### src/rtl/mips_pkg.sv
// Shared encodings for the multicycle MIPS control path: states, opcodes,
// ALU/mux select codes and the control-output bundle.
package mips_pkg;

  localparam int STATE_BITS = 4;

  typedef enum logic [STATE_BITS-1:0] {
    S_FETCH   = 4'd0,
    S_DECODE  = 4'd1,
    S_MEMADR  = 4'd2,
    S_MEMRD   = 4'd3,
    S_MEMWB   = 4'd4,
    S_MEMWR   = 4'd5,
    S_EXECUTE = 4'd6,
    S_ALUWB   = 4'd7,
    S_BRANCH  = 4'd8,
    S_ADDIEX  = 4'd9,
    S_ADDIWB  = 4'd10,
    S_JUMP    = 4'd11
  } state_e;

  localparam logic [5:0] OP_RTYPE = 6'b000000;
  localparam logic [5:0] OP_LW    = 6'b100011;
  localparam logic [5:0] OP_SW    = 6'b101011;
  localparam logic [5:0] OP_BEQ   = 6'b000100;
  localparam logic [5:0] OP_BNE   = 6'b000101;
  localparam logic [5:0] OP_ADDI  = 6'b001000;
  localparam logic [5:0] OP_J     = 6'b000010;

  localparam logic [1:0] ALUOP_ADD   = 2'b00;
  localparam logic [1:0] ALUOP_SUB   = 2'b01;
  localparam logic [1:0] ALUOP_FUNCT = 2'b10;

  localparam logic [1:0] SRCB_REG   = 2'b00;
  localparam logic [1:0] SRCB_FOUR  = 2'b01;
  localparam logic [1:0] SRCB_IMM   = 2'b10;
  localparam logic [1:0] SRCB_IMMSH = 2'b11;

  localparam logic [1:0] PCSRC_ALU    = 2'b00;
  localparam logic [1:0] PCSRC_ALUOUT = 2'b01;
  localparam logic [1:0] PCSRC_JUMP   = 2'b10;

  typedef struct packed {
    logic       memwrite;
    logic       iord;
    logic       irwrite;
    logic       regdst;
    logic       memtoreg;
    logic       regwrite;
    logic       alusrca;
    logic       pcwrite;
    logic       branch;
    logic [1:0] alusrcb;
    logic [1:0] pcsrc;
    logic [1:0] aluop;
  } ctrl_t;

endpackage

### src/rtl/mc_ctrl_rom.sv
// Moore output decode: maps the current state to the control bundle.
// Any encoding outside the defined state set yields an all-zero bundle.
module mc_ctrl_rom
  import mips_pkg::*;
#(
  parameter int STATE_W = 4
) (
  input  logic [STATE_W-1:0] state,
  output ctrl_t              ctrl
);

  logic in_range;
  assign in_range = (state == STATE_W'(state[STATE_BITS-1:0]));

  always_comb begin
    ctrl = '0;
    if (in_range) begin
      case (state_e'(state[STATE_BITS-1:0]))
        S_FETCH: begin
          ctrl.irwrite = 1'b1;
          ctrl.alusrcb = SRCB_FOUR;
          ctrl.pcsrc   = PCSRC_ALU;
          ctrl.pcwrite = 1'b1;
          ctrl.aluop   = ALUOP_ADD;
        end
        S_DECODE: begin
          ctrl.alusrcb = SRCB_IMMSH;
          ctrl.aluop   = ALUOP_ADD;
        end
        S_MEMADR, S_ADDIEX: begin
          ctrl.alusrca = 1'b1;
          ctrl.alusrcb = SRCB_IMM;
        end
        S_MEMRD: ctrl.iord = 1'b1;
        S_MEMWB: begin
          ctrl.memtoreg = 1'b1;
          ctrl.regwrite = 1'b1;
        end
        S_MEMWR: begin
          ctrl.iord     = 1'b1;
          ctrl.memwrite = 1'b1;
        end
        S_EXECUTE: begin
          ctrl.alusrca = 1'b1;
          ctrl.aluop   = ALUOP_FUNCT;
        end
        S_ALUWB: begin
          ctrl.regdst   = 1'b1;
          ctrl.regwrite = 1'b1;
        end
        S_BRANCH: begin
          ctrl.alusrca = 1'b1;
          ctrl.aluop   = ALUOP_SUB;
          ctrl.pcsrc   = PCSRC_ALUOUT;
          ctrl.branch  = 1'b1;
        end
        S_ADDIWB: ctrl.regwrite = 1'b1;
        S_JUMP: begin
          ctrl.pcsrc   = PCSRC_JUMP;
          ctrl.pcwrite = 1'b1;
        end
        default: ctrl = '0;
      endcase
    end
  end

endmodule

### src/rtl/mc_controller.sv
// Multicycle MIPS main controller: state register, next-state logic and pcen.
// Define MC_CONTROLLER_BNE_EN to route bne (000101) through BRANCH with inverted zero.
module mc_controller
  import mips_pkg::*;
#(
  parameter int STATE_W = 4
) (
  input  logic               clk,
  input  logic               reset_n,
  input  logic [5:0]         op,
  input  logic               zero,
  output logic               memwrite,
  output logic               iord,
  output logic               irwrite,
  output logic               regdst,
  output logic               memtoreg,
  output logic               regwrite,
  output logic               alusrca,
  output logic               pcen,
  output logic [1:0]         alusrcb,
  output logic [1:0]         pcsrc,
  output logic [1:0]         aluop,
  output logic [STATE_W-1:0] state
);

  if (STATE_W < STATE_BITS) begin : g_bad_state_w
    $error("mc_controller: STATE_W must be at least 4");
  end

  function automatic logic [STATE_W-1:0] enc(input state_e s);
    return STATE_W'(s);
  endfunction

  logic [STATE_W-1:0] state_q;
  logic               in_range;
  ctrl_t              ctrl;

  assign in_range = (state_q == STATE_W'(state_q[STATE_BITS-1:0]));

`ifdef MC_CONTROLLER_BNE_EN
  // Remembers whether the instruction now in BRANCH was bne rather than beq.
  logic bne_q;
`endif

  always_ff @(posedge clk or negedge reset_n) begin
    if (!reset_n) begin
      state_q <= enc(S_FETCH);
`ifdef MC_CONTROLLER_BNE_EN
      bne_q   <= 1'b0;
`endif
    end else if (!in_range) begin
      state_q <= enc(S_FETCH);
    end else begin
      case (state_e'(state_q[STATE_BITS-1:0]))
        S_FETCH:  state_q <= enc(S_DECODE);
        S_DECODE: begin
`ifdef MC_CONTROLLER_BNE_EN
          bne_q <= (op == OP_BNE);
`endif
          case (op)
            OP_LW, OP_SW: state_q <= enc(S_MEMADR);
            OP_RTYPE:     state_q <= enc(S_EXECUTE);
            OP_BEQ:       state_q <= enc(S_BRANCH);
`ifdef MC_CONTROLLER_BNE_EN
            OP_BNE:       state_q <= enc(S_BRANCH);
`endif
            OP_ADDI:      state_q <= enc(S_ADDIEX);
            OP_J:         state_q <= enc(S_JUMP);
            default:      state_q <= enc(S_FETCH);
          endcase
        end
        // An opcode that changed to neither lw nor sw abandons the access safely.
        S_MEMADR: begin
          if (op == OP_LW)      state_q <= enc(S_MEMRD);
          else if (op == OP_SW) state_q <= enc(S_MEMWR);
          else                  state_q <= enc(S_FETCH);
        end
        S_MEMRD:   state_q <= enc(S_MEMWB);
        S_EXECUTE: state_q <= enc(S_ALUWB);
        S_ADDIEX:  state_q <= enc(S_ADDIWB);
        default:   state_q <= enc(S_FETCH);
      endcase
    end
  end

  mc_ctrl_rom #(.STATE_W(STATE_W)) u_rom (
    .state (state_q),
    .ctrl  (ctrl)
  );

`ifdef MC_CONTROLLER_BNE_EN
  assign pcen = ctrl.pcwrite | (ctrl.branch & (zero ^ bne_q));
`else
  assign pcen = ctrl.pcwrite | (ctrl.branch & zero);
`endif

  assign memwrite = ctrl.memwrite;
  assign iord     = ctrl.iord;
  assign irwrite  = ctrl.irwrite;
  assign regdst   = ctrl.regdst;
  assign memtoreg = ctrl.memtoreg;
  assign regwrite = ctrl.regwrite;
  assign alusrca  = ctrl.alusrca;
  assign alusrcb  = ctrl.alusrcb;
  assign pcsrc    = ctrl.pcsrc;
  assign aluop    = ctrl.aluop;
  assign state    = state_q;

endmodule
### config.mk
export PLATFORM = sky130hd
export DESIGN_NAME = mc_controller
export DESIGN_NICKNAME = d
export VERILOG_FILES = /design/src/rtl/mips_pkg.sv /design/src/rtl/mc_ctrl_rom.sv /design/src/rtl/mc_controller.sv
export SDC_FILE = /design/constraint.sdc
export NUM_CORES = 1
export LEC_CHECK = 0
export ABC_CLOCK_PERIOD_IN_PS = 2400
export CORE_AREA = 10 10 47 49
export CTS_BUF_LIST = sky130_fd_sc_hd__clkbuf_8
export CTS_CLUSTER_DIAMETER = 150
export DETAILED_ROUTE_END_ITERATION = 7
export DIE_AREA = 0 0 57 59
export PLACE_DENSITY = 0.72
export REMOVE_ABC_BUFFERS = 1
export SLEW_MARGIN = 25
export SYNTH_ARGS = -nofsm -noshare
export SYNTH_HDL_FRONTEND = slang
export SYNTH_SLANG_ARGS = --single-unit
### constraint.sdc
create_clock -name clk -period 2.4 [get_ports clk]
set_clock_uncertainty 0.15 [all_clocks]
set_input_delay 0.36 -clock clk [delete_from_list [all_inputs] [get_ports clk]]
set_output_delay 0.36 -clock clk [all_outputs]
set_load 0.02 [all_outputs]
==> run summary <==
depth of the worst register-to-register path = 3
Worst-Margin Slew = 306 ps
sequential power share = 0.193
average routed wire per standard cell = 13.4 um
HPWL after DPL = 1.17 mm
Vias = 575
DIE AREA = 3360 um^2
RSZ-0062 raised after global routing = false
Critical Path Start Type = flop
Core Region = 1400 um^2
Reg clk slew, reported paths = 30 ps
CTS tree = yes
chip width = 57 um
#FFs+latches synth = 4
DR pass1 iterations = 4
PwrDens = 840 nW/um^2
DRT iter0 DRCs = 14
final worst path period need = 2270 ps
sw frac = 0.421
max-cap violations = 0
Syn. warnings = 0
setup bufs post-CTS = 0
combinational share of power = 0.594
root buf cell = clkbuf_8
gr ovfl total = 0
Buffers on Ports = 26
final setup vio count = 0
Tcrit/Tclk final = 0.948
syn avg cell area = 6.84 um^2
antenna-violating nets left = 0
fin. max-slew vios = 0
Row Count = 14
global-route wire length before repair = 2.43 mm
highest clock rate = 440 MHz
Layout Cells excl Fill = 107
register area share after synthesis = 0.229
clock latency on the worst-skew pair = 210 ps
Placer Congestion = 0.741
status = completed
layout cells sized above 1 = 0.110
IO Pins = 27
Leak = 0.268 nW
clock share of power = 0.214
commonest non-fill, non-tap cell in the layout = clkdlybuf4s50_1
final worst setup slack = 125 ps
CP Max Fanout = 15
number of H-tree branching levels = 1
most frequent cells in the layout = clkdlybuf4s50_1, nor2_1, nor3_1, nand2_1, nand2b_1
sw power = 0.269 mW
initial antenna violation count = 0
vias per cell = 5.37
peak supply drop = 0.589 mV
Pint = 0.370 mW
initial core utilization = 0.313
synthesized cell area = 438 um^2
Tightest Hold Check Type = input pin to async pin
Setup TNS = 0 ps
largest net degree at the start of global routing = 16
max_slew headroom = 0.795
CTS Buf Count = 3
Area Growth Syn to Fin = 73.7%
Mapped Cells = 64
Tot GR Track Use = 0.0850
nets@finish = 102
dpl ws = 253 ps
Worst setup EP type = primary output
Die Ht = 59 um
Layout Utilization = 0.543
Hold Violations, Final = 0
diode count = 0
drt total wl = 1.44 mm
vias in the first global route = 568
clk sink count = 4
CP Data Required Time = 1890 ps
Netlist cell types = 24
Placed Instances = 104
drt drc = 0
number of flip-flops under the largest register name = 4
FILL cells = 145
CTS Buffer Depth = 2
Critical Path AT = 1760 ps
Setup Crit Path Kind = flop to primary output
[final timing paths]
kind / start / endpoint / slack, ps
max reg2reg: state[2]$_DFF_PN0_ / state[1]$_DFF_PN0_ / 780
min reg2reg: state[0]$_DFF_PN0_ / state[2]$_DFF_PN0_ / 430
min: reset_n / state[1]$_DFF_PN0_ / 190
min in group clk: state[0]$_DFF_PN0_ / state[2]$_DFF_PN0_ / 430
max in group asynchronous: reset_n / state[2]$_DFF_PN0_ / 1730
max: state[2]$_DFF_PN0_ / regwrite / 130
[per-stage QoR]
| step | power [mW] | instance area [um^2] | hold WS, ps |
|---|---|---|---|
| floorplan | 0.310 | 419 | -85.6 |
| global placement | 0.501 | 714 | 419 |
| detailed placement | 0.504 | 714 | 421 |
| CTS | 0.646 | 756 | 194 |
| global route | 0.686 | 761 | 200 |
| finish | 0.639 | 761 | 194 |
[critical path: stages (launching register included)]
cell	delay, ps
dfrtp_2	490
nand2b_1	250
o22ai_1	190
clkdlybuf4s50_1	630
[layer usage]
metal  GRT usage  part of all wire  routed length [um]
met2       0.147              0.51                 732
met1      0.0911              0.43                 621
met5           0                 0                   0
met4      0.0268                 0                   0
met3      0.0365             0.057                  82
[power groups by stage]
stage | sequential, mW | clock, mW | combinational, mW
after global placement | 0.121 | 0 | 0.380
after CTS | 0.121 | 0.142 | 0.383
after floorplan | 0.140 | 0 | 0.170
after detailed placement | 0.121 | 0 | 0.383
after global routing | 0.129 | 0.148 | 0.409
final | 0.123 | 0.137 | 0.379
[cells by family (layout without fill, tap and decap cells)]
logic type                after synthesis  in the layout  synth area share
buffers and inverters                   7             34            0.0686
and+or+nand+nor                        36             36             0.426
xor gates and xnor gates                2              2            0.0400
AOI/OAI and AO/OA                      15             15             0.237
DFF                                     4              4             0.229
[repair_timing]
action	CTS	global route
setup endpoints to repair	0	9
hold buffers	0	0
resized for setup	0	4
endpoints found under the hold margin	0	0
[cell usage after synthesis]
| master | instances | share of area |
|---|---|---|
| a2111oi_1 | 1 | 0.023 |
| a211o_1 | 1 | 0.020 |
| a21oi_1 | 4 | 0.046 |
| a311oi_1 | 1 | 0.020 |
| a31oi_1 | 3 | 0.043 |
| and4bb_1 | 1 | 0.029 |
| buf_2 | 3 | 0.034 |
| clkbuf_1 | 1 | 0.0086 |
| dfrtp_1 | 4 | 0.23 |
| inv_1 | 3 | 0.026 |
| nand2_1 | 6 | 0.051 |
| nand2b_1 | 5 | 0.071 |
| nand3_1 | 4 | 0.046 |
| nor2_1 | 8 | 0.069 |
| nor3_1 | 6 | 0.069 |
| nor4_1 | 3 | 0.043 |
| o211ai_2 | 1 | 0.029 |
| o21ai_0 | 2 | 0.023 |
| o22a_1 | 1 | 0.020 |
| o22ai_1 | 1 | 0.014 |
| or3_1 | 1 | 0.014 |
| or4_1 | 2 | 0.034 |
| xnor2_1 | 1 | 0.020 |
| xor2_1 | 1 | 0.020 |
[layout make-up]
class	instances	area (um^2)	area share
multi-input combinational	53	308	0.405
timing repair buffer	28	275	0.362
sequential	4	105	0.138
clock buffer	3	41.3	0.0543
tap	16	20.0	0.0263
inverter	3	11.3	0.0148
Power figures use the tool's default switching activity.
